**src/rtl/trace_node_serializer_if.sv**
```systemverilog
// Commit-side snapshot bus and trace-side word stream of the trace node serializer.
// The serializer is the slave; the commit stage / trace sink pair is the master.
interface trace_node_serializer_if #(
    parameter int XLEN = 32
);
    logic                   commitValid;
    logic                   commitReady;
    logic [3:0]             nodeEnable;
    logic [31:0]            cycle;
    logic [31:0]            opId;
    logic [31:0]            insn;
    logic [XLEN-1:0]        virtualPc;
    logic [XLEN-1:0]        physicalPc;
    logic [32*XLEN-1:0]     regs;
    logic [31:0]            hostIoValue;
    logic                   traceValid;
    logic                   traceReady;
    logic [31:0]            traceData;
    logic                   traceLast;

    modport slave (
        input  commitValid, nodeEnable, cycle, opId, insn, virtualPc, physicalPc,
               regs, hostIoValue, traceReady,
        output commitReady, traceValid, traceData, traceLast
    );

    modport master (
        output commitValid, nodeEnable, cycle, opId, insn, virtualPc, physicalPc,
               regs, hostIoValue, traceReady,
        input  commitReady, traceValid, traceData, traceLast
    );
endinterface

```
**src/rtl/trace_node_serializer.sv**
```systemverilog
// Captures one commit snapshot and streams it as a trace record (header plus the
// enabled BasicInfo/Pc/IntReg/Io nodes) of 32-bit words over valid/ready.
module trace_node_serializer #(
    parameter int XLEN = 32
) (
    input  logic                     clk,
    input  logic                     rstN,
    trace_node_serializer_if.slave   bus
);
    generate
        if (XLEN != 32 && XLEN != 64) begin : g_bad_xlen
            $error("trace_node_serializer: XLEN must be 32 or 64");
        end
    endgenerate

    localparam int PC_WORDS  = 2 * XLEN / 32;
    localparam int REG_WORDS = XLEN;
    localparam int PC_BITS   = $clog2(PC_WORDS);
    localparam int CNT_W     = $clog2(REG_WORDS);

    localparam logic [15:0] BYTES_BI = 16'd32;
    localparam logic [15:0] BYTES_PC = (XLEN == 64) ? 16'd32 : 16'd24;
    localparam logic [15:0] BYTES_IR = (XLEN == 64) ? 16'd272 : 16'd144;
    localparam logic [15:0] BYTES_IO = 16'd24;
    localparam logic [31:0] TYPE_PC  = (XLEN == 64) ? 32'd3 : 32'd2;
    localparam logic [31:0] TYPE_IR  = (XLEN == 64) ? 32'd5 : 32'd4;

    localparam logic [CNT_W:0]   BW_BI   = (CNT_W+1)'(4);
    localparam logic [CNT_W:0]   BW_PC   = (CNT_W+1)'(PC_WORDS);
    localparam logic [CNT_W:0]   BW_IR   = (CNT_W+1)'(REG_WORDS);
    localparam logic [CNT_W:0]   BW_IO   = (CNT_W+1)'(2);
    localparam logic [CNT_W:0]   BW_ONE  = (CNT_W+1)'(1);
    localparam logic [CNT_W:0]   BW_TWO  = (CNT_W+1)'(2);
    localparam logic [CNT_W-1:0] CNT_ONE = CNT_W'(1);
    localparam logic [CNT_W-1:0] CNT_TWO = CNT_W'(2);
    localparam logic [CNT_W-1:0] CNT_HDR = CNT_W'(3);

    typedef enum logic [1:0] {
        S_IDLE,
        S_HEADER,
        S_NODE_HDR,
        S_NODE_BODY
    } state_t;

    state_t             r_state, w_state_next;
    logic [CNT_W-1:0]   r_cnt, w_cnt_next;
    logic [1:0]         r_node, w_node_next;
    logic               r_valid, w_valid_next;
    logic               r_last, w_last_next;
    logic [31:0]        r_data, w_data_next;

    logic [3:0]         r_mask;
    logic [31:0]        r_cycle, r_op_id, r_insn, r_io;
    logic [2*XLEN-1:0]  r_pc;
    logic [32*XLEN-1:0] r_regs;

    logic               w_hs, w_commit_ready, w_capture;
    logic [2:0]         w_next, w_first;
    logic [CNT_W:0]     w_bw;
    logic [CNT_W-1:0]   w_body_idx;
    logic [31:0]        w_body_word;
    logic [31:0]        w_pc_words  [PC_WORDS];
    logic [31:0]        w_reg_words [REG_WORDS];

    // Wide values are emitted low word first, which is plain 32-bit slicing.
    generate
        for (genvar gi = 0; gi < PC_WORDS; gi++) begin : g_pc_words
            assign w_pc_words[gi] = r_pc[gi*32 +: 32];
        end
        for (genvar gi = 0; gi < REG_WORDS; gi++) begin : g_reg_words
            assign w_reg_words[gi] = r_regs[gi*32 +: 32];
        end
    endgenerate

    function automatic logic [15:0] node_bytes(input logic [1:0] n);
        case (n)
            2'd0:    node_bytes = BYTES_BI;
            2'd1:    node_bytes = BYTES_PC;
            2'd2:    node_bytes = BYTES_IR;
            default: node_bytes = BYTES_IO;
        endcase
    endfunction

    function automatic logic [CNT_W:0] body_words(input logic [1:0] n);
        case (n)
            2'd0:    body_words = BW_BI;
            2'd1:    body_words = BW_PC;
            2'd2:    body_words = BW_IR;
            default: body_words = BW_IO;
        endcase
    endfunction

    function automatic logic [31:0] node_type(input logic [1:0] n);
        case (n)
            2'd0:    node_type = 32'd1;
            2'd1:    node_type = TYPE_PC;
            2'd2:    node_type = TYPE_IR;
            default: node_type = 32'd12;
        endcase
    endfunction

    function automatic logic [15:0] record_bytes(input logic [3:0] mask);
        record_bytes = 16'd8 + (mask[0] ? BYTES_BI : 16'd0) + (mask[1] ? BYTES_PC : 16'd0)
                     + (mask[2] ? BYTES_IR : 16'd0) + (mask[3] ? BYTES_IO : 16'd0);
    endfunction

    // Returns {found, index} of the lowest enabled node at or above lo.
    function automatic logic [2:0] find_node(input logic [3:0] mask, input logic [2:0] lo);
        find_node = 3'b000;
        for (int k = 3; k >= 0; k--) begin
            if (mask[k] && (3'(k) >= lo)) find_node = {1'b1, 2'(k)};
        end
    endfunction

    assign w_hs           = r_valid && bus.traceReady;
    assign w_commit_ready = rstN && ((r_state == S_IDLE) || (w_hs && r_last));
    assign w_capture      = bus.commitValid && w_commit_ready;
    assign w_next         = find_node(r_mask, {1'b0, r_node} + 3'd1);
    assign w_first        = find_node(r_mask, 3'd0);
    assign w_bw           = body_words(r_node);

    assign bus.commitReady = w_commit_ready;
    assign bus.traceValid  = r_valid;
    assign bus.traceData   = r_data;
    assign bus.traceLast   = r_last;

    // Body word for the position about to be presented within the current node.
    always_comb begin
        w_body_idx  = (r_state == S_NODE_BODY) ? r_cnt + CNT_ONE : '0;
        w_body_word = '0;
        case (r_node)
            2'd0: begin
                case (w_body_idx[1:0])
                    2'd0:    w_body_word = r_cycle;
                    2'd1:    w_body_word = r_op_id;
                    2'd2:    w_body_word = r_insn;
                    default: w_body_word = '0;
                endcase
            end
            2'd1:    w_body_word = w_pc_words[w_body_idx[PC_BITS-1:0]];
            2'd2:    w_body_word = w_reg_words[w_body_idx];
            default: w_body_word = w_body_idx[0] ? 32'd0 : r_io;
        endcase
    end

    // Outputs are registered: each transition loads the word for the new position.
    always_comb begin
        w_state_next = r_state;
        w_cnt_next   = r_cnt;
        w_node_next  = r_node;
        w_valid_next = r_valid;
        w_last_next  = r_last;
        w_data_next  = r_data;
        if (w_capture) begin
            w_state_next = S_HEADER;
            w_cnt_next   = '0;
            w_node_next  = '0;
            w_valid_next = 1'b1;
            w_last_next  = 1'b0;
            w_data_next  = 32'(record_bytes(bus.nodeEnable));
        end else if (w_hs) begin
            if (r_last) begin
                w_state_next = S_IDLE;
                w_cnt_next   = '0;
                w_node_next  = '0;
                w_valid_next = 1'b0;
                w_last_next  = 1'b0;
                w_data_next  = '0;
            end else begin
                case (r_state)
                    S_HEADER: begin
                        if (r_cnt == '0) begin
                            w_cnt_next  = CNT_ONE;
                            w_data_next = '0;
                            w_last_next = (r_mask == 4'd0);
                        end else begin
                            w_state_next = S_NODE_HDR;
                            w_cnt_next   = '0;
                            w_node_next  = w_first[1:0];
                            w_data_next  = 32'(node_bytes(w_first[1:0]));
                        end
                    end
                    S_NODE_HDR: begin
                        if (r_cnt != CNT_HDR) begin
                            w_cnt_next  = r_cnt + CNT_ONE;
                            w_data_next = (r_cnt + CNT_ONE == CNT_TWO) ? node_type(r_node) : 32'd0;
                        end else begin
                            w_state_next = S_NODE_BODY;
                            w_cnt_next   = '0;
                            w_data_next  = w_body_word;
                            w_last_next  = (w_bw == BW_ONE) && !w_next[2];
                        end
                    end
                    S_NODE_BODY: begin
                        if ({1'b0, r_cnt} != w_bw - BW_ONE) begin
                            w_cnt_next  = r_cnt + CNT_ONE;
                            w_data_next = w_body_word;
                            w_last_next = (({1'b0, r_cnt} + BW_TWO) == w_bw) && !w_next[2];
                        end else begin
                            w_state_next = S_NODE_HDR;
                            w_cnt_next   = '0;
                            w_node_next  = w_next[1:0];
                            w_data_next  = 32'(node_bytes(w_next[1:0]));
                        end
                    end
                    default: ;
                endcase
            end
        end
    end

    always_ff @(posedge clk or negedge rstN) begin
        if (!rstN) begin
            r_state <= S_IDLE;
            r_cnt   <= '0;
            r_node  <= '0;
            r_valid <= 1'b0;
            r_last  <= 1'b0;
            r_data  <= '0;
        end else begin
            r_state <= w_state_next;
            r_cnt   <= w_cnt_next;
            r_node  <= w_node_next;
            r_valid <= w_valid_next;
            r_last  <= w_last_next;
            r_data  <= w_data_next;
        end
    end

    // Snapshot registers, so the producer may move on right after capture.
    always_ff @(posedge clk or negedge rstN) begin
        if (!rstN) begin
            r_mask  <= '0;
            r_cycle <= '0;
            r_op_id <= '0;
            r_insn  <= '0;
            r_io    <= '0;
            r_pc    <= '0;
            r_regs  <= '0;
        end else if (w_capture) begin
            r_mask  <= bus.nodeEnable;
            r_cycle <= bus.cycle;
            r_op_id <= bus.opId;
            r_insn  <= bus.insn;
            r_io    <= bus.hostIoValue;
            r_pc    <= {bus.physicalPc, bus.virtualPc};
            r_regs  <= bus.regs;
        end
    end
endmodule

```
**src/flat_wrapper.sv**
```systemverilog
// flat-port wrapper written by rule: the top's interface ports become plain ports
module trace_node_serializer_flat 
#(
    parameter int XLEN = 32
)
  (clk, rstN, bus_commitValid, bus_nodeEnable, bus_cycle, bus_opId, bus_insn, bus_virtualPc, bus_physicalPc, bus_regs, bus_hostIoValue, bus_traceReady, bus_commitReady, bus_traceValid, bus_traceData, bus_traceLast);
  trace_node_serializer_if #(.XLEN(XLEN)) bus_i ();
  input  logic clk;
  input  logic rstN;
  input wire logic [$bits(bus_i.commitValid)-1:0] bus_commitValid;
  input wire logic [$bits(bus_i.nodeEnable)-1:0] bus_nodeEnable;
  input wire logic [$bits(bus_i.cycle)-1:0] bus_cycle;
  input wire logic [$bits(bus_i.opId)-1:0] bus_opId;
  input wire logic [$bits(bus_i.insn)-1:0] bus_insn;
  input wire logic [$bits(bus_i.virtualPc)-1:0] bus_virtualPc;
  input wire logic [$bits(bus_i.physicalPc)-1:0] bus_physicalPc;
  input wire logic [$bits(bus_i.regs)-1:0] bus_regs;
  input wire logic [$bits(bus_i.hostIoValue)-1:0] bus_hostIoValue;
  input wire logic [$bits(bus_i.traceReady)-1:0] bus_traceReady;
  output wire logic [$bits(bus_i.commitReady)-1:0] bus_commitReady;
  output wire logic [$bits(bus_i.traceValid)-1:0] bus_traceValid;
  output wire logic [$bits(bus_i.traceData)-1:0] bus_traceData;
  output wire logic [$bits(bus_i.traceLast)-1:0] bus_traceLast;
  assign bus_i.commitValid = bus_commitValid;
  assign bus_i.nodeEnable = bus_nodeEnable;
  assign bus_i.cycle = bus_cycle;
  assign bus_i.opId = bus_opId;
  assign bus_i.insn = bus_insn;
  assign bus_i.virtualPc = bus_virtualPc;
  assign bus_i.physicalPc = bus_physicalPc;
  assign bus_i.regs = bus_regs;
  assign bus_i.hostIoValue = bus_hostIoValue;
  assign bus_i.traceReady = bus_traceReady;
  assign bus_commitReady = bus_i.commitReady;
  assign bus_traceValid = bus_i.traceValid;
  assign bus_traceData = bus_i.traceData;
  assign bus_traceLast = bus_i.traceLast;
  trace_node_serializer #(.XLEN(XLEN)) u_core (.clk(clk), .rstN(rstN), .bus(bus_i));
endmodule
```
**config.mk**
```make
export PLATFORM = sky130hd
export DESIGN_NAME = trace_node_serializer_flat
export DESIGN_NICKNAME = d
export VERILOG_FILES = /design/src/rtl/trace_node_serializer_if.sv /design/src/rtl/trace_node_serializer.sv /design/src/flat_wrapper.sv
export SDC_FILE = /design/constraint.sdc
export NUM_CORES = 2
export LEC_CHECK = 0
export ABC_CLOCK_PERIOD_IN_PS = 3050
export BUFFER_PORTS_ARGS = -buffer_cell sky130_fd_sc_hd__buf_2
export CORE_AREA = 2 2 494 496
export DETAILED_ROUTE_END_ITERATION = 6
export DIE_AREA = 0 0 496 498
export PLACE_DENSITY_LB_ADDON = 0.1
export SETUP_SLACK_MARGIN = 0.05
export SLEW_MARGIN = 20
export SYNTH_ARGS = -nofsm -noshare
export SYNTH_HDL_FRONTEND = slang
export SYNTH_SLANG_ARGS = --single-unit
```
**constraint.sdc**
```tcl
create_clock -name clk -period 3.05 [get_ports clk]
set_input_delay 0.1525 -clock clk [delete_from_list [all_inputs] [get_ports clk]]
set_output_delay 0.1525 -clock clk [all_outputs]
set_load 0.02 [all_outputs]
```
==> reports/qor.yml <==
io_pins: 1259
final_common_cell: "nand2_1"
ys_seq_elements: 1263
maxCapViolCount: 0
dieArea_sq_um: 247000
vias: 61900
fmax_ghz: 0.336
drtIter0Drc: 4846
cts_buffer_depth: 3
layout_common_cells: "nand2_1, dfrtp_1, buf_2"
synth_area_leaders: "dfrtp_1, nand2_1, mux2i_1, mux4_2, clkbuf_1"
r2r_end: "u_core.bus.traceData[11]"
ir_drop_mv: 0.497
track_usage: 0.283
r2r-start: "u_core.r_state[0]"
seqPwrFrac: 0.426
wire_per_inst_um: 27.3
crit_arrival_ns: 3.62
yosys.area.top_type: "dfrtp_1"
drt-pass1-iter-count: 5
cp_max_fo: 32
worstMarginPinSlew_ns: 1.16
finalCritPeriodShare: 0.975
cts.sinks: 1263
power_uw: 39400
synth_area_sq_um: 59100
power_frac_clock: 0.502
antenna_found_initial: 89
rrSetupSlack_ns: 0.08
hpwl_um: 273000
synth_nets: 8306
cts_tree: "yes"
finalNetCount: 11000
relSlewSlack: 0.227
fill_cells: 24700
skew_ns: 0.0444
synth-edff-count: 0
worstHoldPathType: "input port to flip-flop"
sw_frac_of_total: 0.237
grt_pass1_vias: 64700
critical_path.endpoint: "u_core.bus.traceData[11]"
synth.avg_cell_area_sq_um: 8.37
syn-instance-count: 7068
core-area_sq_um: 242000
p_int_uw: 30000
final_core_util: 0.382
placementRows: 181
path_clk_slew_ns: 0.06
crit_type: "flip-flop to flip-flop"
htreeDepth: 4
die_height_um: 498
run_status: "completed"
port_buffers: 1258
p_switching_uw: 9320
areaGrowthSynthToFinish_pct: 56.1
synthFlopType: "dfrtp_1"
synth_cell_types: 75
place_congestion: 0.904
hold_violations: 0
drtAntennaViolNets: 0
critPathLaunchType: "flip-flop"
drv_slew: 0
ff2ff_path_depth: 12
ys_warn_count: 0
async_flop_share: 1.00
power_density_nw_per_um2: 426
grt-ovfl-total: 0
grt_setup_unrepaired: "yes"
end_kind: "flip-flop"
grt_max_degree: 154
yosysSeqAreaShare: 0.534
setup_viol: 0
drt_wl_total_um: 359000
insertion_delay_ns: 0.81
p_leak_uw: 0.0474
cts-buffers-inserted: 159
routed_via_density: 4.71
period_minus_slack_ns: 2.97
drc: 0
combinationalPowerShare: 0.072
startpoint: "u_core.r_state[0]"
grt_pass1_wl_um: 493000
cts-root-buf: "clkbuf_16"
die_x_um: 496
initial_utilization: 0.245
synth_top_area_frac: 0.534
required_ns: 3.70
drive_above_1_share: 0.238
==> worst min path at each step <==
stage / start / end / slack, ns / cells past startpoint
5_1_grt: bus_regs[751] / u_core.r_regs[751] / 0.05 / 4
4_1_cts: bus_cycle[15] / u_core.r_cycle[15] / 0.02 / 4
3_3_place_gp: rstN / u_core.r_pc[42] / -0.01 / 1
2_1_floorplan: rstN / u_core.bus.traceData[0] / -0.14 / 0
6_report: bus_cycle[11] / u_core.r_cycle[11] / 0.06 / 4
3_5_place_dp: rstN / u_core.r_cycle[15] / -0.009 / 1
==> sequential cells by signal, summed over array words and instances, names as in the netlist, 4 cells and up <==
name / flops
u_core.bus.traceData: 32
u_core.r_cnt: 5
u_core.r_op_id: 32
u_core.r_pc: 64
u_core.r_regs: 1024
u_core.r_io: 32
u_core.r_insn: 32
u_core.r_mask: 4
u_core.r_cycle: 32
==> kinds of logic (layout without fill, tap and decap cells) <==
family                   after synthesis  after routing  share of synthesized area
AND/OR/NAND/NOR                     4311           4311                      0.283
flip-flops                          1263           1263                      0.534
AO/OA/AOI/OAI                        717            717                     0.0860
buffers and inverters                508           3328                     0.0369
multiplexers                         248            248                     0.0545
adder cells (fa/ha/maj)               14             14                    0.00322
XOR/XNOR                               7              7                    0.00148
other                                  0             43                          0
==> cells in the mapped netlist (15+ instances only) <==
cell / n
dfrtp_1: 1263
a21oi_1: 99
o41ai_1: 24
mux4_2: 53
o31ai_1: 28
nor2b_1: 54
nand3_1: 49
nor3_1: 66
o22ai_1: 103
and2_1: 32
a21o_1: 57
nand2_1: 3989
inv_1: 18
nor2_1: 41
and3_1: 40
a32oi_1: 31
o21ai_0: 64
a22oi_1: 45
a31oi_1: 15
buf_4: 23
a311oi_1: 78
mux2i_1: 143
clkbuf_1: 305
buf_1: 27
mux2_2: 46
a211oi_1: 97
buf_2: 129
==> timing repair <==
item	CTS	global route
buffers inserted	17	17
hold buffers	1225	0
resized for setup	123	81
pin swaps	22	33
cloned	3	6
endpoints found under the hold margin	1666	0
setup endpoints to repair	30	28
==> layer usage <==
metal,vias up,GRT usage,share of wire
met5,-,0,0.00033
met4,18,0.125,0.049
met3,609,0.0413,0.051
met2,2283,0.457,0.46
met1,30600,0.374,0.44
li1,28400,-,-
==> layout make-up <==
class,instances,area (sq um),area share
multi-input combinational,5297,26800,0.291
tap,3202,4010,0.0434
antenna,43,108,0.00117
sequential,1263,31600,0.342
inverter,20,82.6,0.000895
clock inverter,53,632,0.00685
clock buffer,229,4750,0.0514
timing repair buffer,3026,24300,0.263
==> power groups by stage <==
| stage | Clock [uW] | Sequential [uW] | Combinational [uW] |
|---|---|---|---|
| 2_1_floorplan | 0 | 17100 | 28.3 |
| 3_3_place_gp | 0 | 17100 | 1520 |
| 3_5_place_dp | 0 | 17100 | 1530 |
| 4_1_cts | 20200 | 16800 | 2840 |
| 5_1_grt | 20900 | 16700 | 3020 |
| 6_report | 19800 | 16800 | 2840 |
==> per-stage QoR <==
stage / cell area, sq um / setup slack [ns] / instances / TNS (ns) / hold slack [ns]
4_1_cts: 91500 / 0.000838 / 13100 / 0 / 0.0168
6_report: 92300 / 0.0754 / 13100 / 0 / 0.0638
2_1_floorplan: 59100 / 0.0754 / 7068 / 0 / -0.143
3_5_place_dp: 72900 / -0.742 / 11500 / -10.00 / -0.00868
3_3_place_gp: 72800 / -0.833 / 11500 / -12.44 / -0.0104
5_1_grt: 92300 / 0.0236 / 13100 / 0 / 0.0505
==> worst max-delay path, cell delays in order (launching register included) <==
cell and delay [ns]:
dfrtp_2 0.42, ha_4 0.24, buf_4 0.15, nand2b_4 0.13
buf_4 0.19, buf_4 0.15, buf_12 0.17, buf_4 0.20
nand2_1 0.10, a311oi_1 0.14, buf_4 0.17, nor3_4 0.55
o31ai_1 0.16
Note: power is estimated with default switching activity, not from simulation.
